===== config.mk =====
export PLATFORM = sky130hd
export DESIGN_NAME = elastic_fifo
export DESIGN_NICKNAME = d
export VERILOG_FILES = /design/src/rtl/elastic_fifo.sv
export SDC_FILE = /design/constraint.sdc
export NUM_CORES = 1
export LEC_CHECK = 0
export CORE_AREA = 2 2 87 89
export DETAILED_ROUTE_END_ITERATION = 8
export DIE_AREA = 0 0 89 91
export HOLD_SLACK_MARGIN = 0.1
export SLEW_MARGIN = 20
export SYNTH_ARGS = -nofsm -noshare
export SYNTH_HDL_FRONTEND = slang
export SYNTH_SLANG_ARGS = --single-unit

===== constraint.sdc =====
create_clock -name i_clock -period 4.3 [get_ports i_clock]
set_input_delay 0.86 -clock i_clock [delete_from_list [all_inputs] [get_ports i_clock]]
set_output_delay 0.86 -clock i_clock [all_outputs]
set_load 0.005 [all_outputs]

===== src/rtl/elastic_fifo.sv =====
// Elastic valid/ready buffer of DEPTH entries with occupancy and almost-full reporting.
// Optional zero-latency pass-through when empty is enabled by defining ELASTIC_FIFO_BYPASS_EN.
module elastic_fifo #(
    parameter int DWIDTH       = 8,
    parameter int DEPTH        = 4,
    parameter int AFULL_THRESH = DEPTH - 1
) (
    input  logic                     i_clock,
    input  logic                     i_reset_n,
    input  logic [DWIDTH-1:0]        i_data,
    input  logic                     i_data_valid,
    output logic                     o_data_ready,
    output logic [DWIDTH-1:0]        o_data,
    output logic                     o_data_valid,
    input  logic                     i_data_ready,
    output logic [$clog2(DEPTH):0]   o_level,
    output logic                     o_almost_full
);

    localparam int AW = $clog2(DEPTH);
    localparam logic [AW:0] ONE      = (AW+1)'(1);
    localparam logic [AW:0] LVL_FULL = (AW+1)'(DEPTH);
    localparam logic [AW:0] LVL_AF   = (AW+1)'(AFULL_THRESH);

    logic [DWIDTH-1:0] mem [DEPTH];
    logic [AW:0]       wr_ptr, rd_ptr, level, level_next;
    logic              ready_q, af_q;
    logic              push, wr_en, rd_en, stored;

    // Pointer difference is exact thanks to the wrap bit: 0..DEPTH.
    assign level  = wr_ptr - rd_ptr;
    assign stored = (level != '0);
    assign push   = i_data_valid & ready_q;
    assign rd_en  = stored & i_data_ready;

`ifdef ELASTIC_FIFO_BYPASS_EN
    logic thru;
    // A word arriving into an empty buffer with downstream ready skips storage.
    assign thru         = ~stored & push & i_data_ready;
    assign wr_en        = push & ~thru;
    assign o_data_valid = stored | push;
    assign o_data       = stored ? mem[rd_ptr[AW-1:0]] : (push ? i_data : '0);
`else
    assign wr_en        = push;
    assign o_data_valid = stored;
    assign o_data       = stored ? mem[rd_ptr[AW-1:0]] : '0;
`endif

    always_comb begin
        level_next = level;
        case ({wr_en, rd_en})
            2'b10:   level_next = level + ONE;
            2'b01:   level_next = level - ONE;
            default: level_next = level;
        endcase
    end

    always_ff @(posedge i_clock or negedge i_reset_n) begin
        if (!i_reset_n) begin
            wr_ptr  <= '0;
            rd_ptr  <= '0;
            ready_q <= 1'b0;
            af_q    <= 1'b0;
        end else begin
            if (wr_en) wr_ptr <= wr_ptr + ONE;
            if (rd_en) rd_ptr <= rd_ptr + ONE;
            // Ready looks only at the next level, so a pop never frees a slot in the same cycle.
            ready_q <= (level_next < LVL_FULL);
            af_q    <= (level_next >= LVL_AF);
        end
    end

    always_ff @(posedge i_clock) begin
        if (wr_en) mem[wr_ptr[AW-1:0]] <= i_data;
    end

    assign o_data_ready  = ready_q;
    assign o_level       = level;
    assign o_almost_full = af_q;

endmodule


**Word-level counts from Yosys, hierarchy flattened**

Memory sizes are Yosys's and may differ from the RTL's.
Index checks and enable logic that the tools add are counted.

- Register bits: 8
- Memories: 1
- Memory bits (writable): 32
- Word-level logic and storage cells: 21
- Output and inout port bits: 14

Memories:

| memory | depth | width | rd ports | clocked after Yosys merged registers in | write ports | RTL line | source |
|---|---|---|---|---|---|---|---|
| mem | 4 | 8 | 1 | 0 | 1 | 25 | `logic [DWIDTH-1:0] mem [DEPTH];` |

- Add/sub/neg operators: 5
- Order comparisons: 2
- Reduce and logical (&&, ||, !) cells: 1
- Bitwise logic cells: 2
- Eq/ne operators: 2
- Mux-type cells: 4

Operator list:

| cell | number |
|---|---|
| adder 3 x 1 -> 3 bit (second input constant) | 3 |
| two-way mux 8 bit | 1 |
| case mux 3 bit (2 select lines) | 1 |
| >= comparator 3 x 2 -> 1 bit (second input constant) | 1 |
| less-than comparator 3 bit (second input constant) | 1 |
| nonzero test 3 bit | 1 |
| subtractor 3 x 1 -> 3 bit (second input constant) | 1 |
| subtractor 3 bit | 1 |
| bitwise AND 1 bit | 2 |
| equality test 2 x 1 -> 1 bit (second input constant) | 1 |
| equality test 2 bit (second input constant) | 1 |
| two-way mux 1 bit | 2 |

**Depth between registers and ports, before layout**

Gate-level depths: netlist of run 1.

- Depth after elaboration: 6
- Depth in mapped cells: 11

**Least setup slack after synthesis of run 1**

No wires, ideal clock.

- Kind: register -> register
- From: register wr_ptr[0]
- To: register ready_q, in the netlist o_data_ready
- Arrival time: 2.924 ns
- Library setup time: 0.119 ns
- Cell stages (with the launch flop): 12
- Required time: 4.181 ns
- Setup slack: 1.257 ns
- Path through: dfrtp_1 -> inv_1 -> ha_1 -> fa_1 -> xor3_2 -> o21ai_2 -> inv_1 -> ha_1 -> fa_1 -> xnor2_1 -> or3_1 -> and2_1

- Word-level cells in the longest chain between the ends: 6
- Elaborated cells on any way between the ends: 9

Ends and longest elaborated chain:

| element | RTL line | source |
|---|---|---|
| from (decl) | 26 | `logic [AW:0] wr_ptr, rd_ptr, level, level_next;` |
| from (signal assigned) | 65 | `if (wr_en) wr_ptr <= wr_ptr + ONE;` |
| subtractor 3 bit (*) | 31 | `assign level = wr_ptr - rd_ptr;` |
| named net o_level[2] | 16 | `output logic [$clog2(DEPTH):0] o_level,` |
| nonzero test 3 bit (*) | 32 | `assign stored = (level != '0);` |
| bitwise AND 1 bit (*) | 34 | `assign rd_en = stored & i_data_ready;` |
| named net rd_en | 28 | `logic push, wr_en, rd_en, stored;` |
| equality test 2 x 1 -> 1 bit or equality test 2 bit (tied branches) | 51 | `case ({wr_en, rd_en})` |
| case mux 3 bit (2 select lines) (*) | 51 |  |
| less-than comparator 3 bit (*) | 68 | `ready_q <= (level_next < LVL_FULL);` |
| to (signal assigned) | 68 |  |
| to (decl) | 27 | `logic ready_q, af_q;` |

The timed path passes the listed nets; every way through them passes the cells marked *.
A chain may end at the register's enable or synchronous reset.

**Worst setup path after layout of run 1**

- From: register rd_ptr[0]
- To: output port o_data[2]

- Word-level cells in the longest chain between the ends: 3
- Elaborated cells on any way between the ends: 4

Ends and longest elaborated chain:

| element | RTL line | source |
|---|---|---|
| from (decl) | 26 |  |
| from (signal assigned) | 66 | `if (rd_en) rd_ptr <= rd_ptr + ONE;` |
| subtractor 3 bit | 31 |  |
| nonzero test 3 bit | 32 |  |
| two-way mux 8 bit (*) | 46 | `assign o_data = stored ? mem[rd_ptr[AW-1:0]] : '0;` |
| to (decl) | 13 | `output logic [DWIDTH-1:0] o_data,` |

Mark *: on every way between the ends. The rest lies on a longest branch, timed or not.

==> results of run 1 <==
[how the worst max path moves through the flow]
stage	from	end	slack, ns	cells after the start
global route	rd_ptr[0]	o_data[3]	0.15	6
CTS	rd_ptr[0]	o_data[2]	0.34	6
finish	rd_ptr[0]	o_data[2]	0.38	6
floorplan	wr_ptr[0]	o_data_ready	1.26	11
detailed placement	rd_ptr[0]	o_data[2]	0.65	6
global placement	rd_ptr[0]	o_data_valid	0.74	6
[kinds of logic (layout without fill, tap and decap cells)]
group	count (synthesis)	in the layout	share of synthesized area, %
flops	40	40	66.3
simple gates	21	21	7.01
mux	11	11	12.2
fa+ha+maj	9	9	7.29
buf+inv	8	39	1.79
xor+xnor	6	6	3.93
compound gates	4	4	1.43
[layer usage]
metal	vias up	GRT usage, %
met4	0	1.87
met3	5	3.64
li1	427	-
met1	470	10.8
met5	-	0
met2	26	13.0
[power by group through the flow]
| stage | clock, mW | combinational, mW | sequential [mW] |
|---|---|---|---|
| floorplan | 0 | 0.567 | 0.557 |
| global placement | 0 | 0.908 | 0.606 |
| detailed placement | 0 | 0.931 | 0.614 |
| CTS | 0.312 | 0.934 | 0.606 |
| global route | 0.330 | 1.02 | 0.621 |
| finish | 0.303 | 0.917 | 0.600 |
[cell usage in the layout (no fill, tap or decap), types with 2 or more instances in the layout]
cell type / count
nor2b_1: 8
ha_1: 7
nand2_1: 4
clkdlybuf4s50_1: 25
edfxtp_1: 32
mux2_2: 3
clkinv_4: 2
inv_1: 6
and3_1: 4
dfrtp_1: 8
fa_1: 2
xnor2_1: 4
clkbuf_8: 5
o21ai_0: 2
mux4_2: 8
[cells in the mapped netlist]
cell type  number  area share [%]
mux4_2          8              10
mux2_2          3             1.9
and2_1          1            0.36
or3_1           1            0.36
nand3_1         1            0.29
edfxtp_1       32              55
nor2b_1         8             2.9
and3_1          4             1.4
dfrtp_1         8              11
fa_1            2             2.3
ha_1            7             5.0
buf_2           1            0.29
and3b_1         1            0.50
inv_1           6             1.3
nand2_1         4            0.86
xor3_2          1             1.4
clkbuf_1        1            0.21
a31oi_1         1            0.36
xnor2_1         4             2.0
nor2_2          1            0.36
o21ai_0         2            0.57
o21ai_2         1            0.50
xor2_1          1            0.50
[layout make-up]
type                            count  area, µm²  share of cell area (%)
Inverter                            6       22.5                    1.01
Clock inverter                      3       47.5                    2.13
Timing Repair Buffer               25        250                    11.2
Sequential cell                    40       1160                    52.0
Multi-Input combinational cell     51        558                    25.0
Tap cell                           99        124                    5.55
Clock buffer                        5       68.8                    3.08
[worst min-delay path, stage by stage, from the launching register on]
cell and delay (ns):
dfrtp_1 0.37, nand2_1 0.05, o21ai_0 0.06
[sequential cells by signal (all words and copies together), names as in the netlist]
signal and flops:
rd_ptr 3, o_almost_full 1, mem 32, wr_ptr 3, o_data_ready 1
==> metrics.txt, run 1 <==
H-tree levels=2; Psw=589 µW; internal power=1.23 mW; via count=928; Area growth syn-to-layout=27.5%; switch share=32.4%; placed inst area=2120 µm²; Slew Viols, Final=0; internal reg-to-reg setup slack=0.88 ns; CP delay by family, top=adder cells; initial antenna violation count=0; Post-CTS Hold Fix Bufs=0; HP Start=rd_ptr[2]; Syn Inst Count=99; #FFs+latches synth=40; Hold WC Path Type=flip-flop to flip-flop; I/O Pins=26; r2r endpoint=o_data_ready; wire per inst=13.4 µm; Mean Syn Cell Area=17.7 µm²; clk buf depth=2; crit-path max FO=11; RSZ-0062 raised after global routing=no; Syn. warnings=0; endpoint type of the worst setup path=output pin; post-detail-place hpwl=2270 µm; status=finished clean; Util after Layout=31.3%; WHS=0.521 ns; final net count=150; via density per instance=4.05; Critical Path AT=3.06 ns; worst vdd ir=0.688 mV; Routed met3 length=212 µm; Final min period=3.92 ns; Max Cap Violations=0; cts bufs inserted=5; CP max-delay cell=dfrtp_1; setup TNS=0 ns; die width=89 µm; total gr overflow=0; Setup WS pre-CTS=0.650 ns; max layer used=met4; synthesized area=1750 µm²; total track usage=8.35%; Initial Util=24.5%; Worst path max stage delay=0.62 ns; crit path cell chain=ha_1 > fa_1 > xor3_2 > nor2_2 > nor2b_1 > clkdlybuf4s50_1; ant diodes=0; R2R Path Start=rd_ptr[0]; Seq pwr share=33.0%; syn_nets=120; Die ar.=8100 µm²; first-pass detailed-route iteration total=4; pwr dens=815 nW/µm²; fmax=0.255 GHz; fin crit share=91.1%; PortBufs=25; post_cts resized=0; Core ar.=7140 µm²; synth unique cells=23; Final Wtd Congestion=0.773; Final Non-Filler Cells=229; Final Power=1.82 mW; DRT iter0 DRCs=52; largest net degree at the start of global routing=15; TritonCTS clock tree=yes; hold-critical path endpoint=rd_ptr[2]; worst path bufs/invs=1; clk_lat worst skew=0.29 ns; clock power share=16.6%; # DRC=0; CP required=3.44 ns; # fillers=728; Setup Viol. Count Final=0; fraction of layout cells with a size suffix above 1=16.9%; Slew @ Worst Pin=0.643 ns; global-route wire length before repair=5000 µm; Clock Skew=0.00608 ns; Detail Route Antenna Nets=0; final hold vios=0; vias in the first global route=1023; worst rel slew slack=57.1%; clk root buf=clkbuf_8; CTS sink cnt=40; Die H=91 µm; Worst-path clk slew=0.07 ns; leakage=0.806 nW; met2 routed WL=1380 µm; post-synthesis sequential area ratio=66.3%; Comb power frac=50.4%; fin area=2230 µm²; WS Path Type=flip-flop to output pin; WHS Path Cells=2; Post-CTS Repair Setup Buffers=0; fin worst setup slack=0.381 ns; CP startpoint kind=flip-flop; Routed WL=3080 µm; row count=31; DRT met1 WL=1460 µm; FF-to-FF path depth=10; # placed instances=221
No activity file was read; power rests on OpenSTA's default activity.
==> inputs of run 2 (changes only) <==
Settings changed: CELL_PAD_IN_SITES_DETAIL_PLACEMENT set to 1, CELL_PAD_IN_SITES_GLOBAL_PLACEMENT set to 1, PLACE_DENSITY_LB_ADDON set to 0.1, SETUP_SLACK_MARGIN set to 0.4.
==> metrics.txt, run 2 (synthesis results as in run 1) <==
wire per inst=15.6 µm (+16%); Die ar.=8100 µm² (unchanged); most common cell after layout, fill and taps aside=edfxtp_1; crit path cell chain=inv_1 > ha_1 > fa_1 > xor3_2 > nor2_4 > nor2b_1 > clkdlybuf4s50_1; H-tree levels=2 (unchanged); Detail Route Antenna Nets=0 (unchanged); Final Wtd Congestion=0.745 (-3.6%); Setup WS pre-CTS=0.807 ns (+0.157 ns); pwr dens=836 nW/µm² (+2.5%); fraction of layout cells with a size suffix above 1=17.6% (+0.63 points); Setup Viol. Count Final=0 (unchanged); fin area=2240 µm² (+0.50%); DRT iter0 DRCs=34 (-35%); RSZ-0062 raised after global routing=no; status=finished clean; clk buf depth=2 (unchanged); Die H=91 µm (unchanged); clk_lat worst skew=0.29 ns (about the same); Post-CTS Hold Fix Bufs=0 (unchanged); largest net degree at the start of global routing=15 (unchanged); CP required=3.44 ns (about the same); Worst path max stage delay=0.48 ns (-0.14 ns); CP startpoint kind=flip-flop; ant diodes=0 (unchanged); # placed instances=222 (+0.45%); Worst-path clk slew=0.09 ns (+0.02 ns); setup TNS=0 ns (unchanged); CP delay by family, top=adder cells; total gr overflow=0 (unchanged); Final Power=1.88 mW (+3.0%); Util after Layout=31.4% (+0.16 points); placed inst area=2120 µm² (+0.35%); cts bufs inserted=5 (unchanged); Clock Skew=0.0101 ns (+0.00399 ns); global-route wire length before repair=5820 µm (+16%); Core ar.=7140 µm² (unchanged); Final min period=3.61 ns (-0.304 ns); leading cell types in the layout, fill and taps excluded=32 x edfxtp_1, 25 x clkdlybuf4s50_1, 8 x mux4_2, 8 x nor2b_1, 8 x dfrtp_1; # DRC=0 (unchanged); worst vdd ir=0.228 mV (-67%); endpoint type of the worst setup path=output pin; total track usage=10.1% (+1.7 points); Slew @ Worst Pin=0.565 ns (-0.0777 ns); WS Path Type=flip-flop to output pin; row count=31 (unchanged); Critical Path AT=2.75 ns (-0.31 ns); I/O Pins=26 (unchanged); fin crit share=84.1% (-7.1 points); TritonCTS clock tree=yes; Area growth syn-to-layout=28.2%; final net count=151 (+0.67%); CP max-delay cell=xor3_2; PortBufs=25 (unchanged); Initial Util=24.5% (unchanged); worst path bufs/invs=2 (+1); fmax=0.277 GHz (+8.4%); vias in the first global route=1072 (+4.8%); die width=89 µm (unchanged); fin worst setup slack=0.685 ns (+0.304 ns); max reg flops=32 (unchanged); Max Cap Violations=0 (unchanged); first-pass detailed-route iteration total=3 (-1); Routed WL=3600 µm (+17%); post-detail-place hpwl=2450 µm (+8.1%); Slew Viols, Final=0 (unchanged); final hold vios=0 (unchanged); initial antenna violation count=0 (unchanged); Hold WC Path Type=flip-flop to flip-flop; leakage=0.808 nW (+0.22%); via count=933 (+0.54%); via density per instance=4.06 (+0.10%); CTS sink cnt=40 (unchanged); WHS=0.540 ns (+0.0184 ns); crit-path max FO=9 (-2); worst rel slew slack=62.3% (+5.2 points); clk root buf=clkbuf_8; Final Non-Filler Cells=230 (+0.44%)
-- run 2: cell count changes in the layout (fill, tap and decap cells not counted) --
cell        delta
buf_4          +1
clkinvlp_4     +1
nor2_4         +1
inv_6          +1
clkinv_4       -2
nor2_2         -1
-- run 2: per-layer routing --
layer,GRT usage [%],up-vias,routed length (µm)
li1,-,430,-
met1,12.6,480,1560
met2,16.4,17,1860
met3,2.64,6,119
met4,3.86,0,61
met5,0,-,0
-- run 2: cell type report --
type / count / area, µm²
inverters: 6 / 22.5
well taps: 99 / 124
repair buffers: 26 / 258
clock inverters: 3 / 46.3
flip-flops and latches: 40 / 1160
multi-input cells: 51 / 563
fillers: 758 / 4890
clock buffers: 5 / 68.8
-- run 2: worst paths after layout --
path                            from      endpoint  slack, ns  cells past startpoint
setup / recovery           wr_ptr[0]     o_data[3]       0.69                      7
hold / removal             wr_ptr[2]     wr_ptr[2]       0.54                      1
setup reg to reg           wr_ptr[0]  o_data_ready       1.00                     11
hold reg to reg            wr_ptr[2]     wr_ptr[2]       0.54                      1
max in group asynchronous  i_reset_n     rd_ptr[2]       3.12                      1
min in group asynchronous  i_reset_n     wr_ptr[2]       0.87                      1
-- run 2: where the power goes --
part	switching, mW	internal (mW)	total, mW
clock	0.139	0.175	0.314
combinational	0.427	0.559	0.985
sequential	0.0641	0.513	0.577
total	0.629	1.25	1.88
-- run 2: repair_timing --
| action | CTS | global route |
|---|---|---|
| buffers inserted | 0 | 0 |
| setup endpoints to repair | 0 | 9 |
| gates resized for setup | 0 | 1 |
==> inputs of run 3 (changes only) <==
Clock period 4.3 ns to 3.75 ns, I/O delays scaled along.
==> metrics.txt, run 3 (synthesis results as in run 1) <==
status=finished clean; final hold vios=0 (unchanged); worst path bufs/invs=3 (+1); H-tree levels=2 (unchanged); clk_lat worst skew=0.28 ns (about the same); CP required=3.00 ns (-0.44 ns); RSZ-0062 raised after global routing=no; first-pass detailed-route iteration total=4 (+1); Core ar.=7140 µm² (unchanged); initial antenna violation count=0 (unchanged); Die ar.=8100 µm² (unchanged); Initial Util=24.5% (unchanged); endpoint type of the worst setup path=output pin; CP max-delay cell=clkdlybuf4s50_1; crit-path max FO=3 (-6); global-route wire length before repair=5930 µm (+2.0%); Final Non-Filler Cells=237 (+3.0%); Critical Path AT=2.43 ns (-0.32 ns); Routed WL=3640 µm (+1.2%); pwr dens=981 nW/µm² (+17%); # DRC=0 (unchanged); Area growth syn-to-layout=31.4%; fraction of layout cells with a size suffix above 1=21.7% (+4.2 points); most common cell after layout, fill and taps aside=edfxtp_1; WS Path Type=flip-flop to output pin; largest net degree at the start of global routing=13 (-2); leading cell types in the layout, fill and taps excluded=32 x edfxtp_1, 25 x clkdlybuf4s50_1; # placed instances=223 (+0.45%); Slew @ Worst Pin=0.551 ns (-0.0142 ns); DRT iter0 DRCs=33 (-2.9%); Max Cap Violations=0 (unchanged); wire per inst=15.4 µm (-1.8%); total track usage=10.2% (+0.17 points); Clock Skew=0.00607 ns (-0.00400 ns); post-detail-place hpwl=2500 µm (+2.1%); fmax=0.314 GHz; clk root buf=clkbuf_8; row count=31 (unchanged); fin crit share=84.9%; Final Wtd Congestion=0.702 (-5.9%); Worst path max stage delay=0.51 ns (+0.03 ns); Setup Viol. Count Final=0 (unchanged); PortBufs=25 (unchanged); cts bufs inserted=5 (unchanged); I/O Pins=26 (unchanged); max reg flops=32 (unchanged); via density per instance=4.00 (-1.4%); crit path cell chain=inv_1 > ha_1 > fa_2 > nand2_2 > nor2_4 > buf_4 > nor2b_1 > clkdlybuf4s50_1; die width=89 µm (unchanged); setup TNS=0 ns (unchanged); ant diodes=0 (unchanged); via count=948 (+1.6%); TritonCTS clock tree=yes; total gr overflow=0 (unchanged); Slew Viols, Final=0 (unchanged); clk buf depth=2 (unchanged); final net count=158 (+4.6%); CP delay by family, top=buffers and inverters; CTS sink cnt=40 (unchanged); Die H=91 µm (unchanged); vias in the first global route=1087 (+1.4%); worst rel slew slack=63.3% (+0.95 points); Detail Route Antenna Nets=0 (unchanged); Hold WC Path Type=flip-flop to flip-flop; leakage=0.841 nW (+4.1%); CP startpoint kind=flip-flop; Worst-path clk slew=0.08 ns (about the same); worst vdd ir=0.318 mV (+40%); Final min period=3.18 ns
run 3: cell types whose count changed in the layout (fill, tap and decap cells not counted), sizes merged:
cell	change
buf	+7
inv	-1
clkinvlp	-1
clkinv	+2
run 3: worst reg2reg max path, delay by kind of cell, from the launching register on:
| family | cells | cell delay, ns |
|---|---|---|
| compound gates | 1 | 0.19 |
| xor+xnor | 2 | 0.41 |
| fa+ha+maj | 4 | 1.18 |
| buf+inv | 3 | 0.34 |
| flops | 1 | 0.38 |
| simple gates | 2 | 0.49 |
run 3: final cells by class:
cell class / count / area (µm²)
multi-input cells: 51 / 576
clock buffers: 5 / 68.8
inverters: 6 / 22.5
repair buffers: 33 / 310
clock inverters: 3 / 37.5
fillers: 768 / 4840
well taps: 99 / 124
flip-flops and latches: 40 / 1160
run 3: report_power, final:
group	internal [mW]	switching (mW)	total, mW
sequential	0.589	0.0492	0.638
clock	0.194	0.141	0.335
combinational	0.726	0.557	1.28
total	1.51	0.748	2.26
run 3: layer usage:
metal / track usage [%] / wire length (µm)
met5: 0 / 0
met2: 16.9 / 1900
met1: 12.7 / 1550
met4: 3.73 / 49
met3: 2.82 / 144
run 3: worst paths after layout:
| path | startpoint | to | slack, ns | cells after the start |
|---|---|---|---|---|
| min in group asynchronous | i_reset_n | rd_ptr[2] | 0.76 | 1 |
| min | rd_ptr[2] | rd_ptr[2] | 0.53 | 2 |
| max reg2reg | wr_ptr[0] | o_data_ready | 0.65 | 12 |
| max | wr_ptr[0] | o_data[0] | 0.57 | 8 |
| min reg2reg | rd_ptr[2] | rd_ptr[2] | 0.53 | 2 |
| max in group asynchronous | i_reset_n | o_almost_full | 2.70 | 1 |
run 3: stage by stage:
| step | utilization (%) | setup WS (ns) | power, mW | hold WS (ns) | area [µm²] |
|---|---|---|---|---|---|
| after floorplan | - | 0.707 | 1.29 | 0.454 | 1750 |
| after global placement | 29.9 | 0.414 | 1.80 | 0.518 | 2130 |
| after detailed placement | 29.9 | 0.350 | 1.84 | 0.524 | 2130 |
| after CTS | 31.7 | 0.421 | 2.26 | 0.535 | 2260 |
| after global routing | 32.2 | 0.430 | 2.46 | 0.548 | 2300 |
| final | 32.2 | 0.567 | 2.26 | 0.526 | 2300 |
run 3: timing repair:
item | CTS | global route
endpoints found under the setup margin | 9 | 11
pin swaps | 2 | 0
hold buffers | 0 | 0
setup buffers | 3 | 3
gates resized for setup | 1 | 3
==> variant 1 (flow settings as in run 1) <==
Change the parameter `DEPTH` from 4 to 2.
--- a/src/rtl/elastic_fifo.sv
+++ b/src/rtl/elastic_fifo.sv
@@ -2,7 +2,7 @@
 // Optional zero-latency pass-through when empty is enabled by defining ELASTIC_FIFO_BYPASS_EN.
 module elastic_fifo #(
     parameter int DWIDTH       = 8,
-    parameter int DEPTH        = 4,
+    parameter int DEPTH        = 2,
     parameter int AFULL_THRESH = DEPTH - 1
 ) (
     input  logic                     i_clock,
Interface: changed (resized o_level); port bits go from 26 to 25. The function was not compared with the original's and may differ.
==> variant 1 against run 1 <==
- sequential share of layout area decreased by 6.3 points
- register-to-register slack better by 1.4 ns
- synthesized area shrank 45%
- largest power group unchanged
- routed wire length fell by 45%
- fmax up 24%
- sequential cell count decreased by 18
- final area fell by 38%
- via count down 38%
- worst setup slack gained 0.75 ns
- power fell by 40%
- count of clock-buffer cells in the layout decreased by 2
==> variant 1: results <==
synthesis:
  synthArstFlopShare_pct: 27.3
  synth.distinct_cells: 19
  netlist_top_cells_count: "16 x edfxtp_1, 11 x nor2_1, 9 x mux2i_1"
  synthTopCellsByArea: "edfxtp_1 50%, dfrtp_1 16%, mux2i_1 9.3%"
  synth_edf_count: 16
  syn_nets: 84
  syn_area_per_cell_um2: 13.8
global_route:
  grt_util_all_layers_pct: 4.73
  grt_use_met2_pct: 7.84
  grt_util_met3_pct: 1.09
  grt_pass1_wl_um: 2850
pwr:
  powerClk_mw: 0.189
  max-vdd-ir-drop_mv: 0.156
  power_frac_seq_pct: 31.0
  swShare_pct: 32.6
  p_leak_nw: 0.516
  intPower_mw: 0.740
cts:
  cts_made_buffers: 3
  h-tree-depth: 1
  insertion_delay_ns: 0.26
route:
  drt-initial-drc-count: 35
  finalWirelength_um: 1700
  routed-wl-met3_um: 71
  wl_per_cell_um: 8.77
  wl_met2_um: 901
  drtPass1Iterations: 3
  vias_per_cell: 2.94
  wl_met1_um: 691
timing:
  fin_skew_ns: 0.00166
  holdWs_ns: 0.510
  post-route-min-period_ns: 3.17
  max_slew_margin_pct: 48.1
cells_and_area:
  diodes: 0
  drive_above_1_share_pct: 8.42
  fill_cells: 784
  nets: 110
  largest_reg_flops: 16
status:
  outcome: "finished clean"
worst_setup_path:
  cp_top_family: "flip-flops"
  crit_end: "o_data[7]"
  r2r_cells: 6
  cp-startpoint: "rd_ptr[0]$_DFFE_PN0P_"
  r2r_slack_ns: 2.29
  arrival_ns: 2.31
  reg2reg_to: "o_data_ready$_DFF_PN0_"
min_path:
  hold_depth: 1
  hold_class: "flip-flop to flip-flop"
  hold_end: "wr_ptr[0]$_DFFE_PN0P_"
place:
  dp_hpwl_um: 1330
  placed_cell_area_um2: 1310
  dp_cells: 190
  pre_cts_slack_ns: 1.38
  io_buffers: 24
  gp_congestion: 0.716
==> variant 1: kinds of logic (layout without fill, tap and decap cells) <==
| family | count (synthesis) | after routing | synth area share, % |
|---|---|---|---|
| AO/OA/AOI/OAI | 4 | 4 | 2.72 |
| buffers and inverters | 7 | 32 | 3.63 |
| XOR/XNOR | 7 | 7 | 7.91 |
| AND/OR/NAND/NOR | 19 | 19 | 8.43 |
| adder cells (fa/ha/maj) | 2 | 2 | 2.59 |
| flip-flops | 22 | 22 | 65.4 |
| multiplexers | 9 | 9 | 9.34 |
==> variant 1: cell type report <==
| type | instances | area, µm² | area share, % |
|---|---|---|---|
| clock buffer | 3 | 41.3 | 2.99 |
| tap | 99 | 124 | 8.98 |
| timing repair buffer | 24 | 240 | 17.4 |
| clock inverter | 1 | 30.0 | 2.18 |
| multi-input combinational | 41 | 299 | 21.7 |
| inverter | 4 | 15.0 | 1.09 |
| sequential | 22 | 631 | 45.7 |
==> variant 2 (settings of run 1) <==
Without the edit above. Register the output `o_level`, cleared by the reset; this adds one clock of latency there. The other outputs are not delayed to match.
--- a/src/rtl/elastic_fifo.sv
+++ b/src/rtl/elastic_fifo.sv
@@ -75,7 +75,13 @@
     end
 
     assign o_data_ready  = ready_q;
-    assign o_level       = level;
+    always_ff @(posedge i_clock or negedge i_reset_n) begin
+        if (!i_reset_n) begin
+            o_level <= '0;
+        end else begin
+            o_level <= level;
+        end
+    end
     assign o_almost_full = af_q;
 
 endmodule
Function: changed (Yosys sat finds a counterexample within 4 cycles, from zero or initial values and one cycle with i_reset_n low).
==> variant 2 against run 1 <==
- clock skew rose by 0.00075 ns
- register-to-register slack improved by 0.12 ns
- routed wire length rose by 4.0%
- synthesized area rose by 5.0%
- via count did not move
- final cell count rose by 1.3%
- final area rose by 2.5%
- non-clock buffer count did not move
- worst setup slack improved by 0.040 ns
- power fell by 1.6%
- sequential cell count rose by 3
==> variant 2: results <==
timing:
  max_slew_margin_pct: 57.5
  fin_skew_ns: 0.00683
status:
  outcome: "finished clean"
global_route:
  grt_pass1_vias: 1034
  use_met1_pct: 10.8
  grt_use_met2_pct: 13.4
  grt_util_all_layers_pct: 8.65
  grt_pass1_wl_um: 5130
  grt_max_degree: 14
  grt_util_met3_pct: 4.27
synthesis:
  synth.distinct_cells: 23
  netlist_top_cells_count: "32 x edfxtp_1, 11 x dfrtp_1, 9 x nor2b_1"
  ys_warn_count: 0
  synthAdderAreaFrac_pct: 6.94
  synth.area.mux_share_pct: 11.8
  synth_cells: 102
  synth_compound_area_share_pct: 1.77
  synth_edf_count: 32
  yosysSeqAreaShare_pct: 67.3
  synthTopCellsByArea: "edfxtp_1 52%, dfrtp_1 15%, mux4_2 9.8%"
  ys.flop_type: "edfxtp_1"
  syn_nets: 123
  synth_xor_area_share_pct: 3.74
  synthArstFlopShare_pct: 25.6
route:
  top_layer: "met4"
  routed-wl-met3_um: 231
  wl_met1_um: 1400
  vias_per_cell: 4.00
  drt-initial-drc-count: 19
  finalWirelength_um: 3200
  wl_met2_um: 1560
cells_and_area:
  largest_reg_flops: 32
  fill_cells: 722
  finalNonFillerCells: 232
  nets: 153
  drive_above_1_share_pct: 15.8
cts:
  cts_made_buffers: 5
  cts_resized: 0
place:
  gp_congestion: 0.755
  dp_cells: 224
  dp_hpwl_um: 2320
worst_setup_path:
  r2r_cells: 10
  arrival_ns: 3.02
  critical_path.max_stage_delay_ns: 0.62
pwr:
  p_leak_nw: 0.829
  max-vdd-ir-drop_mv: 0.457
variant 2: path summary, 6_finish.rpt:
| check | startpoint | end | slack, ns |
|---|---|---|---|
| worst min-delay path | rd_ptr[2]$_DFFE_PN0P_ | rd_ptr[2]$_DFFE_PN0P_ | 0.53 |
| min in group asynchronous | i_reset_n | rd_ptr[0]$_DFFE_PN0P_ | 0.91 |
| max in group asynchronous | i_reset_n | wr_ptr[0]$_DFFE_PN0P_ | 3.05 |
| worst max register to register | rd_ptr[0]$_DFFE_PN0P_ | o_almost_full$_DFF_PN0_ | 1.00 |
| worst min register to register | rd_ptr[2]$_DFFE_PN0P_ | rd_ptr[2]$_DFFE_PN0P_ | 0.53 |
| worst max-delay path | rd_ptr[0]$_DFFE_PN0P_ | o_data[1] | 0.42 |
variant 2: area by class of cell:
type / instances / share of cell area, %
well taps: 99 / 5.41
clock buffers: 6 / 3.17
flip-flops and latches: 43 / 54.0
repair buffers: 25 / 10.9
multi-input cells: 51 / 24.9
inverters: 6 / 0.984
clock inverters: 2 / 0.547
variant 2: per-stage QoR:
stage,setup WS (ns),instance area (µm²),hold slack (ns)
after CTS,0.314,2290,0.538
after detailed placement,0.625,2200,0.521
after global routing,0.192,2290,0.562
after global placement,0.714,2200,0.502
after floorplan,1.42,1840,0.473
final,0.421,2290,0.530
variant 2: tightest hold or removal path, delay by kind of cell, from the launching register on:
| family | cells | cell delay (ns) |
|---|---|---|
| and+or+nand+nor | 1 | 0.05 |
| AOI/OAI and AO/OA | 1 | 0.07 |
| DFF | 1 | 0.37 |
variant 2: where the power goes:
| part | internal [mW] | switching, mW |
|---|---|---|
| clock | 0.113 | 0.131 |
| sequential | 0.558 | 0.0933 |
| combinational | 0.516 | 0.380 |
